## config.mk

```make
export PLATFORM = sky130hd
export DESIGN_NAME = shift_unit
export DESIGN_NICKNAME = d
export VERILOG_FILES = /design/src/rtl/alu_pkg.sv /design/src/rtl/shift_step.sv /design/src/rtl/shift_unit.sv
export SDC_FILE = /design/constraint.sdc
export NUM_CORES = 1
export LEC_CHECK = 0
export CELL_PAD_IN_SITES_DETAIL_PLACEMENT = 0
export CELL_PAD_IN_SITES_GLOBAL_PLACEMENT = 1
export CORE_MARGIN = 3
export CORE_UTILIZATION = 35
export CTS_BUF_LIST = sky130_fd_sc_hd__clkbuf_4 sky130_fd_sc_hd__clkbuf_8
export DETAILED_ROUTE_END_ITERATION = 8
export PLACE_DENSITY_LB_ADDON = 0.05
export SLEW_MARGIN = 10
export SYNTH_ARGS = -nofsm -noshare
export SYNTH_HDL_FRONTEND = slang
export SYNTH_HIERARCHICAL = 1
export SYNTH_SLANG_ARGS = --single-unit
```

## constraint.sdc

```tcl
create_clock -name clk_i -period 5.47 [get_ports clk_i]
set_clock_uncertainty 0.05 [all_clocks]
set_input_delay 0.547 -clock clk_i [delete_from_list [all_inputs] [get_ports clk_i]]
set_output_delay 0.547 -clock clk_i [all_outputs]
set_load 0.05 [all_outputs]
```

## src/rtl/alu_pkg.sv

```systemverilog
// Opcode constants shared by the ALU slice decoder and the shift unit,
// plus the shift unit's state type.
package alu_pkg;

  localparam logic [3:0] ALU_AND  = 4'b0000;
  localparam logic [3:0] ALU_OR   = 4'b0001;
  localparam logic [3:0] ALU_ADD  = 4'b0010;
  localparam logic [3:0] ALU_SLT  = 4'b0011;
  localparam logic [3:0] ALU_XOR  = 4'b0100;
  localparam logic [3:0] ALU_SLTU = 4'b0101;
  localparam logic [3:0] ALU_SLL  = 4'b0110;
  localparam logic [3:0] ALU_SRL  = 4'b0111;
  localparam logic [3:0] ALU_SRA  = 4'b1000;

  typedef enum logic [1:0] {
    IDLE  = 2'd0,
    SHIFT = 2'd1,
    DONE  = 2'd2
  } shift_state_e;

  function automatic logic is_shift_op(input logic [3:0] op);
    return (op == ALU_SLL) || (op == ALU_SRL) || (op == ALU_SRA);
  endfunction

endpackage

```

## src/rtl/shift_step.sv

```systemverilog
// One shift step of the shift unit: moves sreg by 1 or 4 positions
// according to the latched opcode, using fill as the SRA sign bit.
module shift_step
  import alu_pkg::*;
#(
  parameter int WIDTH = 32
) (
  input  logic [WIDTH-1:0] sreg_i,
  input  logic [3:0]       op_i,
  input  logic             fill_i,
  input  logic             step4_i,
  output logic [WIDTH-1:0] sreg_o
);

  always_comb begin
    sreg_o = sreg_i;
    case (op_i)
      ALU_SLL: sreg_o = step4_i ? {sreg_i[WIDTH-5:0], 4'b0000}
                                : {sreg_i[WIDTH-2:0], 1'b0};
      ALU_SRL: sreg_o = step4_i ? {4'b0000, sreg_i[WIDTH-1:4]}
                                : {1'b0, sreg_i[WIDTH-1:1]};
      ALU_SRA: sreg_o = step4_i ? {{4{fill_i}}, sreg_i[WIDTH-1:4]}
                                : {fill_i, sreg_i[WIDTH-1:1]};
      default: sreg_o = sreg_i;
    endcase
  end

endmodule

```

## src/rtl/shift_unit.sv

```systemverilog
// Multi-cycle SLL/SRL/SRA unit with start/busy/done handshake.
// Define SHIFT_FAST4_EN to move 4 positions per cycle while cnt >= 4.
//
// state | meaning
// IDLE  | waiting for start_i
// SHIFT | shifting sreg, cnt positions left to go
// DONE  | resultado_o newly valid, done_o high; may accept a new start
module shift_unit
  import alu_pkg::*;
#(
  parameter int WIDTH   = 32,
  parameter int SHAMT_W = $clog2(WIDTH)
) (
  input  logic               clk_i,
  input  logic               rst_i,
  input  logic               start_i,
  input  logic [3:0]         operacion_i,
  input  logic [WIDTH-1:0]   a_i,
  input  logic [SHAMT_W-1:0] shamt_i,
  output logic [WIDTH-1:0]   resultado_o,
  output logic               busy_o,
  output logic               done_o,
  output logic               illegal_o
);

  shift_state_e       state_q, state_d;
  logic [WIDTH-1:0]   sreg_q, sreg_d;
  logic [SHAMT_W-1:0] cnt_q, cnt_d;
  logic [3:0]         op_q, op_d;
  logic               fill_q, fill_d;
  logic [WIDTH-1:0]   res_q, res_d;
  logic               ill_q, ill_d;

  logic               step4;
  logic [SHAMT_W-1:0] cnt_step;
  logic [WIDTH-1:0]   sreg_nxt;

`ifdef SHIFT_FAST4_EN
  assign step4 = (cnt_q >= SHAMT_W'(4));
`else
  assign step4 = 1'b0;
`endif

  assign cnt_step = step4 ? SHAMT_W'(4) : SHAMT_W'(1);

  shift_step #(.WIDTH(WIDTH)) u_step (
    .sreg_i  (sreg_q),
    .op_i    (op_q),
    .fill_i  (fill_q),
    .step4_i (step4),
    .sreg_o  (sreg_nxt)
  );

  always_comb begin
    state_d = state_q;
    sreg_d  = sreg_q;
    cnt_d   = cnt_q;
    op_d    = op_q;
    fill_d  = fill_q;
    res_d   = res_q;
    ill_d   = 1'b0;
    case (state_q)
      SHIFT: begin
        sreg_d = sreg_nxt;
        cnt_d  = cnt_q - cnt_step;
        if (cnt_d == '0) begin
          state_d = DONE;
          res_d   = sreg_nxt;
        end
      end
      IDLE, DONE: begin
        state_d = IDLE;
        if (start_i) begin
          sreg_d = a_i;
          cnt_d  = shamt_i;
          op_d   = operacion_i;
          fill_d = a_i[WIDTH-1];
          if (!is_shift_op(operacion_i)) begin
            state_d = DONE;
            res_d   = '0;
            ill_d   = 1'b1;
          end else if (shamt_i == '0) begin
            state_d = DONE;
            res_d   = a_i;
          end else begin
            state_d = SHIFT;
          end
        end
      end
      default: state_d = IDLE;
    endcase
  end

  always_ff @(posedge clk_i) begin
    if (rst_i) begin
      state_q <= IDLE;
      sreg_q  <= '0;
      cnt_q   <= '0;
      op_q    <= '0;
      fill_q  <= 1'b0;
      res_q   <= '0;
      ill_q   <= 1'b0;
    end else begin
      state_q <= state_d;
      sreg_q  <= sreg_d;
      cnt_q   <= cnt_d;
      op_q    <= op_d;
      fill_q  <= fill_d;
      res_q   <= res_d;
      ill_q   <= ill_d;
    end
  end

  assign resultado_o = res_q;
  assign busy_o      = (state_q == SHIFT);
  assign done_o      = (state_q == DONE);
  assign illegal_o   = ill_q;

endmodule
```

==> results.txt <==
----------------------------------------------------
[Synthesis]
  Count of different cell masters after synthesis ... 48
  Share of flip-flops with an asynchronous set or reset after synthesis ... 0%
  Synthesis-stage register bit count ... 77
  Count of flip-flops with a built-in enable after synthesis ... 0
  Sequential fraction of the synthesis area ... 31.79%
  Most common cell in the synthesized netlist ... sky130_fd_sc_hd__dfxtp_1
  Cells after synthesis ... 570
  Synth Warn # ... 6
  Yosys top cell area share ... 31.79%
  Top cell types by occurrence after synthesis ... 77 x sky130_fd_sc_hd__dfxtp_1, 56 x sky130_fd_sc_hd__a21oi_1, 45 x sky130_fd_sc_hd__nor2_1
  Total standard cell area after synthesis ... 0.004850 sq mm
  Syn Area/Cell ... 8.508 sq um
  Largest cells by area after synthesis ... sky130_fd_sc_hd__dfxtp_1 32%, sky130_fd_sc_hd__mux2i_1 7.6%, sky130_fd_sc_hd__a222oi_1 6.6%
  Primary flip-flop cell chosen by synthesis mapping ... sky130_fd_sc_hd__dfxtp_1
  Syn nets ... 616
  Cell taking the most area after synthesis ... sky130_fd_sc_hd__dfxtp_1

[Placed design]
  Routability cong. ... 0.8294
  Number of input and output port buffers inserted ... 78
  Final HPWL from detailed placement ... 9469 microns

[Setup path]
  Worst R2R Setup Slack ... 2.63 ns
  Reg2Reg Depth ... 7
  Required @ worst endpoint ... 4.87 ns
  CP Launch Point ... state_q[0]$_SDFFE_PP0P_
  Max Fanout on Critical Path ... 66
  Max incr delay on CP ... 0.73 ns
  Timing endpoint of the critical path ... done_o
  Startpoint kind of the worst setup timing path ... register
  Crit path kind ... register to output pin
  Critical path capture point type ... output pin
  Slowest library cell on the worst path ... sky130_fd_sc_hd__clkdlybuf4s50_1
  Cells traversed along the worst timing path ... buf_4 > nor2b_1 > clkdlybuf4s50_1
  RR Startpoint ... op_q[3]$_SDFFE_PP0P_
  Critical Path AT ... 2.37 ns
  Worst r2r dst ... resultado_o[25]$_SDFFE_PP0P_

[Global routing]
  Number of global-route vias before repair ... 4508
  Wire length of the first global-routing pass ... 23540 microns
  GRT Util Overall ... 19.46%
  Pin count of the biggest net entering global routing ... 78
  Total congestion overflow after global routing ... 0
  Antenna violations before repair ... 0

[CTS]
  Num CTS Buffers ... 9
  Clock insertion delay at the later pin of the skew report ... 0.36 ns
  Post-cts hold buffer count ... 0
  TritonCTS clock tree ... yes
  Clk slew on worst S/H paths ... 0.08 ns
  Post-CTS resize count ... 0
  Max Root-Sink Buffers ... 2
  Clk sink count ... 77
  Number of buffers added for setup after CTS ... 0
  Clock Root Buffer ... sky130_fd_sc_hd__clkbuf_8
  Clock H-tree levels ... 3

[Floorplan]
  Width of the die ... 123.7 microns
  Floorplan die height ... 123.7 microns
  Effective utilization at floorplan ... 36.19%
  # IOs ... 79
  Die area ... 0.01530 sq mm
  Core ar. ... 0.01340 sq mm
  Core Rows ... 42

[Final layout]
  # fillers ... 1399
  Share of cells above drive strength 1 ... 12.05%
  Area growth from synthesis to layout ... 19.17%
  Antenna diode instance count ... 0
  Nets@finish ... 655
  Final Core Density ... 43.13%

[STA]
  Slew at the pin closest to its max-slew limit ... 1.198 ns
  Headroom to the max-slew limit ... 20.11%
  Endpoints failing hold ... 0
  Finish-stage setup viols ... 0
  Final period utilization ... 54.26%
  Final min period ... 2.968 ns
  Highest achievable clock rate ... 336.9 MHz
  Fin. max-slew vios ... 0
  Setup tns final ... 0 ns
  Final hold slack ... 0.4657 ns
  Setup repair after global routing missed its margin ... no

[Pwr]
  VDD IR-drop max ... 0.0001533 V
  Power per standard cell area ... 260.6 mW/mm^2
  Final Total Pwr ... 1.506 mW
  P_leak ... 2.038 nW

[Routing]
  Drt wl/cell ... 18.07 microns
  Routed vias ... 4544
  Violation count after the first detailed-routing iteration ... 407
  Total detailed-routing wirelength ... 14280 microns
  DR pass1 iterations ... 6
  Number of vias per cell ... 5.752
  Post-route DRC violation count ... 0
  Number of antenna-violating nets in the routed design ... 0

[Outcome]
  Result of the run ... completed

[Job]
  Total of max-cap violations ... 0

[Worst hold path]
  Worst min-delay path category ... register to register

----------------------------------------------------
[cell type report]
class | instances | area (sq um) | area share (%)
Multi-Input combinational cell | 430 | 2979 | 51.55
Sequential cell | 77 | 1543 | 26.69
Timing Repair Buffer | 85 | 828.3 | 14.33
Tap cell | 176 | 220.2 | 3.810
Clock buffer | 15 | 181.4 | 3.139
Inverter | 6 | 22.52 | 0.3897
Clock inverter | 1 | 5.005 | 0.08660
[worst max-delay path: cells and delay by family, from the launching register on]
kind | cells | cell delay [ns]
DFF | 1 | 0.44
buffers and inverters | 2 | 1.44
and+or+nand+nor | 1 | 0.11
[layer usage]
layer	share of wire (%)	vias to the layer above	GRT usage (%)
li1	-	2244	-
met1	48	2187	26.49
met2	47	104	30.92
met3	4.5	9	4.859
met4	0.96	0	4.706
met5	0	-	0
[power breakdown]
group          internal (mW)  total [mW]  leakage (nW)  switching, mW
registers              0.609       0.655         0.638         0.0465
clock network          0.210       0.421         0.101          0.211
logic                  0.174       0.430          1.30          0.257
[per-stage QoR]
step,cell area [sq um],setup slack [ns],cells
floorplan,4850,3.420,570
global placement,5593,2.552,774
detailed placement,5593,2.497,774
CTS,5779,2.434,790
global route,5779,2.338,790
finish,5779,2.502,790
[cell families after synthesis]
group | count (synthesis) | share of synthesized area (%)
AND/OR/NAND/NOR | 211 | 25.41
AO/OA/AOI/OAI | 177 | 27.24
flip-flops | 77 | 31.79
buffers and inverters | 63 | 6.966
multiplexers | 37 | 7.637
adder cells (fa/ha/maj) | 2 | 0.5159
XOR/XNOR | 2 | 0.3613
other | 1 | 0.07733
[state kept, by name, indices dropped and copies added (netlist names)]
signal,cells
resultado_o,32
sreg_q,32
cnt_q,5
op_q,4
state_q,2
fill_q,1
illegal_o,1
[placed cells by master (no fill, tap or decap), drive strengths merged, types with 3 or more instances in the layout]
| cell type | Yosys | final |
|---|---|---|
| nor4b | 3 | 3 |
| clkdlybuf4s50 | 0 | 77 |
| a21oi | 65 | 65 |
| clkbuf | 29 | 15 |
| nand2 | 45 | 45 |
| buf | 28 | 8 |
| a211o | 24 | 24 |
| nor3 | 67 | 67 |
| a211oi | 35 | 35 |
| or3 | 4 | 4 |
| a221o | 3 | 3 |
| nor2 | 46 | 46 |
| nor2b | 5 | 5 |
| a22o | 3 | 3 |
| a222oi | 32 | 32 |
| inv | 6 | 6 |
| dfxtp | 77 | 77 |
| mux2i | 37 | 37 |
| o22ai | 6 | 6 |
| o21ai | 3 | 3 |
| nand2b | 28 | 28 |
[worst min path at each step]
stage	start	end	slack, ns	cells after the start
detailed placement	fill_q$_SDFFE_PP0P_	fill_q$_SDFFE_PP0P_	0.45	2
floorplan	fill_q$_SDFFE_PP0P_	fill_q$_SDFFE_PP0P_	0.41	2
global placement	fill_q$_SDFFE_PP0P_	fill_q$_SDFFE_PP0P_	0.45	2
finish	fill_q$_SDFFE_PP0P_	fill_q$_SDFFE_PP0P_	0.47	2
global route	fill_q$_SDFFE_PP0P_	fill_q$_SDFFE_PP0P_	0.50	2
CTS	fill_q$_SDFFE_PP0P_	fill_q$_SDFFE_PP0P_	0.46	2
Power figures use the tool's default switching activity.
